`config.mk`:
```
export PLATFORM = sky130hd
export DESIGN_NAME = rgb2ycbcr_pipe
export DESIGN_NICKNAME = d
export VERILOG_FILES = /design/src/rtl/rgb2ycbcr_pipe.sv
export SDC_FILE = /design/constraint.sdc
export NUM_CORES = 1
export LEC_CHECK = 0
export CAP_MARGIN = 30
export CELL_PAD_IN_SITES_DETAIL_PLACEMENT = 0
export CELL_PAD_IN_SITES_GLOBAL_PLACEMENT = 1
export CORE_MARGIN = 2
export CORE_UTILIZATION = 45
export CTS_BUF_LIST = sky130_fd_sc_hd__clkbuf_2 sky130_fd_sc_hd__clkbuf_4 sky130_fd_sc_hd__clkbuf_8
export DETAILED_ROUTE_END_ITERATION = 12
export GPL_ROUTABILITY_DRIVEN = 1
export GPL_TIMING_DRIVEN = 0
export PLACE_DENSITY_LB_ADDON = 0.1
export SYNTH_ARGS = -nofsm -noshare
export SYNTH_HDL_FRONTEND = slang
export SYNTH_SLANG_ARGS = --single-unit
```
`constraint.sdc`:
```
create_clock -name clk -period 8.3 [get_ports clk]
set_input_delay 1.245 -clock clk [delete_from_list [all_inputs] [get_ports clk]]
set_output_delay 1.245 -clock clk [all_outputs]
set_load 0.01 [all_outputs]
```
`src/rtl/rgb2ycbcr_pipe.sv`:
```
// rgb2ycbcr_pipe: 4-stage RGB->YCbCr converter (JFIF full / BT.601 studio range) with
// valid/ready flow control as a global stall; the range is latched per frame on an accepted SOF.
module rgb2ycbcr_pipe #(
   parameter int DATA_W       = 8,
   parameter int COEF_FRAC    = 8,
   parameter bit DEFAULT_FULL = 1'b1
) (
   input  logic              clk,
   input  logic              rst_n,
   input  logic              cfg_full_range,
   input  logic              s_valid,
   output logic              s_ready,
   input  logic [DATA_W-1:0] s_r,
   input  logic [DATA_W-1:0] s_g,
   input  logic [DATA_W-1:0] s_b,
   input  logic              s_sof,
   input  logic              s_eol,
   output logic              m_valid,
   input  logic              m_ready,
   output logic [DATA_W-1:0] m_y,
   output logic [DATA_W-1:0] m_cb,
   output logic [DATA_W-1:0] m_cr,
   output logic              m_sof,
   output logic              m_eol
);
   localparam int AW     = DATA_W + COEF_FRAC + 3;
   localparam int HALF   = 2 ** (COEF_FRAC - 1);
   localparam int OFF_C  = ((128 << (DATA_W - 8)) << COEF_FRAC) + HALF;
   localparam int OFF_YS = ((16 << (DATA_W - 8)) << COEF_FRAC) + HALF;

   function automatic int k(input int c);
      return c < 0 ? -(((-c) * (2 ** COEF_FRAC) + 5000) / 10000)
                   : (c * (2 ** COEF_FRAC) + 5000) / 10000;
   endfunction

   // Rounded magnitudes with the sign reapplied; order is Y(r,g,b), Cb(r,g,b), Cr(r,g,b)
   localparam int KF [9] = '{k(2990), k(5870), k(1140), k(-1687), k(-3313), k(5000),
                             k(5000), k(-4187), k(-813)};
   localparam int KS [9] = '{k(2568), k(5041), k(979), k(-1482), k(-2910), k(4392),
                             k(4392), k(-3678), k(-714)};

   function automatic logic [DATA_W-1:0] sat(input logic signed [AW-1:0] x);
      logic signed [AW-1:0] t;
      t = x >>> COEF_FRAC;
      return t[AW-1] ? '0 : |t[AW-2:DATA_W] ? '1 : t[DATA_W-1:0];
   endfunction

   logic                     en, cur_full, full_q, m1;
   logic [2:0]               v, sof, eol;
   logic [DATA_W-1:0]        rgb [3];
   logic signed [AW-1:0]     p [9];
   logic signed [AW-1:0]     a [3];
   logic signed [AW-1:0]     b [3];
   logic signed [AW-1:0]     s [3];

   assign en       = !m_valid || m_ready;
   assign s_ready  = en;
   assign cur_full = s_valid && s_sof ? cfg_full_range : full_q;
   assign rgb[0]   = s_r;
   assign rgb[1]   = s_g;
   assign rgb[2]   = s_b;

   // The mode travels with each pixel so a frame switch never affects pixels already in flight
   always_ff @(posedge clk or negedge rst_n) begin
      if (!rst_n) begin
         full_q  <= DEFAULT_FULL;
         m1      <= 1'b0;
         v       <= '0;
         sof     <= '0;
         eol     <= '0;
         m_valid <= 1'b0;
         m_y     <= '0;
         m_cb    <= '0;
         m_cr    <= '0;
         m_sof   <= 1'b0;
         m_eol   <= 1'b0;
         for (int i = 0; i < 9; i++) p[i] <= '0;
         for (int i = 0; i < 3; i++) begin
            a[i] <= '0;
            b[i] <= '0;
            s[i] <= '0;
         end
      end else if (en) begin
         if (s_valid && s_sof) full_q <= cfg_full_range;
         v   <= {v[1:0], s_valid};
         sof <= {sof[1:0], s_sof};
         eol <= {eol[1:0], s_eol};
         m1  <= cur_full;
         for (int i = 0; i < 9; i++)
            p[i] <= $signed({{(AW-DATA_W){1'b0}}, rgb[i%3]}) * $signed(AW'(cur_full ? KF[i] : KS[i]));
         for (int i = 0; i < 3; i++) begin
            a[i] <= p[3*i] + p[3*i+1];
            b[i] <= p[3*i+2] + $signed(AW'(i == 0 ? (m1 ? HALF : OFF_YS) : OFF_C));
            s[i] <= a[i] + b[i];
         end
         m_valid <= v[2];
         if (v[2]) begin
            m_y   <= sat(s[0]);
            m_cb  <= sat(s[1]);
            m_cr  <= sat(s[2]);
            m_sof <= sof[2];
            m_eol <= eol[2];
         end
      end
   end
endmodule

```
==> results by group <==
Placed design
  – Estimated wirelength of the detail-placed design: around 63000 microns
  – Count of port buffers added during placement: 58
  – Weighted congestion reported at the end of routability-driven placement: 0.897

Detailed routing
  – Routed vias: around 20k
  – Antenna-violating nets left: 0
  – Count of unresolved DRC violations after routing: 0
  – Via-to-Cell Ratio: 5.30
  – Initial drt markers: about 1.1k
  – WL per Instance: a little over 20 microns
  – Drt first pass iters: 5
  – Wire length after detailed routing: 76400 microns

Logic synthesis
  – Portion of netlist area occupied by mux cells: 0.339%
  – Synth top area share: 29.5%
  – Gate Count Post-Synth: 2762
  – Most area-hungry cell type in the Yosys netlist: sky130_fd_sc_hd__dfrtp_1
  – Post-synthesis compound-gate area fraction: 13.7%
  – Warnings from Yosys: 0
  – Dominant combinational cell family by area after synthesis: adder cells
  – Proportion of synthesized chip area in sequential cells: 29.6%
  – Commonest cells in the synthesized netlist: 425 x sky130_fd_sc_hd__nand2_1, 403 x sky130_fd_sc_hd__ha_1, 338 x sky130_fd_sc_hd__inv_1
  – Area contributors post-synth: sky130_fd_sc_hd__dfrtp_1 29%, sky130_fd_sc_hd__ha_1 20%, sky130_fd_sc_hd__fa_1 12%, sky130_fd_sc_hd__nand2_1 6.4%, sky130_fd_sc_hd__inv_1 5.1%
  – Most numerous cell in the Yosys netlist: sky130_fd_sc_hd__nand2_1
  – Fraction of registers with async set/reset: 100%
  – Share of synthesized cell area in and, or, nand and nor gates: 12.9%
  – Synthesis-stage register bit count: roughly 300
  – Count of flip-flops with a built-in enable after synthesis: 0
  – Synth unique cells: 77
  – Syn Area/Cell: 9.09 sq um
  – Area share of fa/ha/maj cells after synthesis: 31.6%
  – Main synth FF type: sky130_fd_sc_hd__dfrtp_1
  – Cell Area, Synth: 25100 sq um
  – Xor and xnor area share after synthesis: 5.27%

Clock tree
  – Clock transition at the registers of the reported paths: 0.06 ns
  – CTS tree: done
  – CTS Sinks: 297
  – Number of hold buffers added after CTS: 0
  – Number of CTS-inserted buffers: 56
  – Total of cells resized after clock tree synthesis: 0
  – Post-CTS repair timing setup buffer count: 0
  – H-tree depth reported by CTS: 2
  – Worst skew pair latency: 0.67 ns
  – Root buffer selected by CTS: sky130_fd_sc_hd__clkbuf_8
  – Worst-case clock buffer depth: 3

Worst setup path
  – Critical-path maximum fanout: 10
  – Arrival @ worst endpoint: 8.01 ns
  – Startpoint of the most critical setup path: s_sof
  – Critical Path Start Type: input port
  – Capturing point of the worst reg2reg path: p[93]$_DFFE_PN0N_
  – Worst Reg2Reg Path Length in Cells: 19
  – CP max-delay cell: sky130_fd_sc_hd__clkbuf_1
  – Data required time of the worst path: 8.82 ns
  – Buffers plus inverters on the worst setup path: 6
  – Critical path's top delay family: buffers and inverters
  – Cells traversed along the worst timing path: clkdlybuf4s50_1 > nand2_1 > mux2i_1 > clkbuf_1 > clkbuf_1 > nand2_1 > inv_1 > ha_1 > fa_1 > inv_1 > fa_1 > fa_1 > inv_1 > ha_1 > or2_1 > a21o_1 > o41a_1 > a41o_1 > o41ai_2 > xnor2_1 > o21ai_1
  – Critical path class: in -> reg
  – Worst setup path endpoint: p[93]$_DFFE_PN0N_
  – Setup slack of the worst register-to-register path: 1.92 ns
  – Worst reg2reg path startpoint: full_q$_DFFE_PN1N_
  – Critical Path Stages: 21
  – Peak per-stage delay on the critical path: around 0.80 ns
  – Kind of end point of the critical path: register

Run
  – Number of maximum-capacitance constraint violations: 0

Timing
  – Tmin final: 7.49 ns
  – Tightest slew margin relative to the limit: 32.4%
  – Ratio of final minimum period to clock period: 90.2%
  – RSZ-0062 raised after global routing: no
  – Worst Max-Slew Pin Slew: 1.01 ns
  – Worst hold slack after final layout: 0.467 ns
  – Achievable frequency: 134 MHz
  – Worst Clk Skew: 0.0371 ns
  – Final Hold Vio Count: 0
  – Final Max Tran Viols: 0
  – Number of failing setup endpoints in the final timing report: 0

Floorplan
  – Top-level I/O count: 59
  – Core footprint: 55100 sq um
  – Horizontal die dimension: around 240 microns
  – Row count: 86
  – Initial standard-cell utilization of the core: 45.6%
  – Height of the die: approximately 240 microns
  – Area of the die: 57700 sq um

Global route
  – Largest net degree at the start of global routing: 117
  – GR met1 Demand/Resource: 37.3%
  – Combined global-route utilization of all metal layers: 27.3%
  – First-pass GRT wire length: between 100000 and 150000 microns
  – GR Overflow Total: 0
  – Antenna violations before repair: 4
  – Via count of the first global-routing pass: 19.8k
  – GRT Max-Usage Layer: met2
  – Met3 track demand over resource in global routing: between 4 and 5%
  – Met2 capacity usage during global routing: 44.9%

Layout
  – Net count of the finished layout: ~3.5k
  – Layout-stage area growth over the synthesis result: 11.9%
  – Share of layout cells above drive strength 1: between 4 and 5%

Outcome
  – Outcome: finished, final reports clean

Worst hold path
  – Class of the worst hold path: reg -> reg
==> sequential cells by signal, summed over array words and instances (netlist names) <==
name / cells
p: 131
a: 51
b: 45
s: 32
m_cb: 8
m_cr: 8
m_y: 8
eol: 3
sof: 3
v: 3
full_q: 1
m1: 1
m_eol: 1
m_sof: 1
m_valid: 1
==> worst min-delay path, cell delays in order (launching register included) <==
cell                      delay, ns
sky130_fd_sc_hd__dfrtp_1       0.34
sky130_fd_sc_hd__nand2_1       0.05
sky130_fd_sc_hd__nand2_1       0.05
==> cell families (layout without fill, tap and decap cells) <==
group,count (synthesis),count (layout)
fa+ha+maj,548,548
flops,297,297
compound gates,558,558
simple gates,767,767
xor+xnor,151,151
mux,8,8
other cells,2,24
buf+inv,431,597
==> through the flow <==
stage	instance area [sq um]	utilization (%)	instances	setup WS, ns	setup TNS (ns)
global route	28100	51.0	3697	0.644	0
detailed placement	26900	48.9	3601	0.199	0
global placement	26700	48.5	3588	-7.25	-2138.03
floorplan	25200	-	2782	2.44	0
finish	28100	51.0	3698	0.810	0
CTS	28100	51.0	3696	0.893	0
==> how the worst min path moves through the flow <==
stage | startpoint | slack (ns) | end | depth (start not counted)
floorplan | s[55]$_DFFE_PN0N_ | 0.43 | s[55]$_DFFE_PN0N_ | 2
global placement | p[1]$_DFFE_PN0N_ | 0.45 | p[1]$_DFFE_PN0N_ | 2
detailed placement | p[1]$_DFFE_PN0N_ | 0.46 | p[1]$_DFFE_PN0N_ | 2
CTS | p[1]$_DFFE_PN0N_ | 0.47 | p[1]$_DFFE_PN0N_ | 2
global route | s[55]$_DFFE_PN0N_ | 0.49 | s[55]$_DFFE_PN0N_ | 2
finish | p[1]$_DFFE_PN0N_ | 0.47 | p[1]$_DFFE_PN0N_ | 2
==> per-layer routing <==
layer | part of all wire (%) | wire length, microns | up-vias
li1 | - | - | 9492
met1 | 46 | 35100 | 9620
met2 | 46 | 35300 | 380
met3 | 5.0 | 3810 | 96
met4 | 2.9 | 2200 | 0
met5 | 0 | 0 | -
==> placed cells by master, fill, tap and decap left out, types with 12 or more instances in the layout <==
cell type and instances:
sky130_fd_sc_hd__a211oi_1 21, sky130_fd_sc_hd__clkbuf_1 77, sky130_fd_sc_hd__xor2_1 74, sky130_fd_sc_hd__o21ai_1 53
sky130_fd_sc_hd__a21o_1 45, sky130_fd_sc_hd__conb_1 22, sky130_fd_sc_hd__nor3_1 25, sky130_fd_sc_hd__clkdlybuf4s50_1 57
sky130_fd_sc_hd__xnor2_1 77, sky130_fd_sc_hd__and3_1 14, sky130_fd_sc_hd__nor2_1 190, sky130_fd_sc_hd__nor2b_1 18
sky130_fd_sc_hd__o21ai_0 102, sky130_fd_sc_hd__ha_1 403, sky130_fd_sc_hd__buf_1 12, sky130_fd_sc_hd__nand2_1 425
sky130_fd_sc_hd__nand3_1 32, sky130_fd_sc_hd__clkbuf_8 68, sky130_fd_sc_hd__clkbuf_4 18, sky130_fd_sc_hd__o21bai_1 18
sky130_fd_sc_hd__dfrtp_1 296, sky130_fd_sc_hd__a21oi_1 183, sky130_fd_sc_hd__fa_1 145, sky130_fd_sc_hd__nand2b_1 15
sky130_fd_sc_hd__o21a_1 26, sky130_fd_sc_hd__inv_1 338, sky130_fd_sc_hd__o31ai_1 29
==> area by class of cell <==
| cell class | count | area, sq um |
|---|---|---|
| well taps | 748 | 936 |
| clock buffers | 84 | 1040 |
| flip-flops and latches | 297 | 7430 |
| diodes | 2 | 5.00 |
| inverters | 339 | 1270 |
| plain buffers | 92 | 367 |
| clock inverters | 11 | 104 |
| repair buffers | 71 | 815 |
| multi-input cells | 2054 | 16100 |
| fillers | 5298 | 27000 |
Power is not shown: default switching activity piles up to over one toggle a cycle in this logic, so the estimate is an artifact.
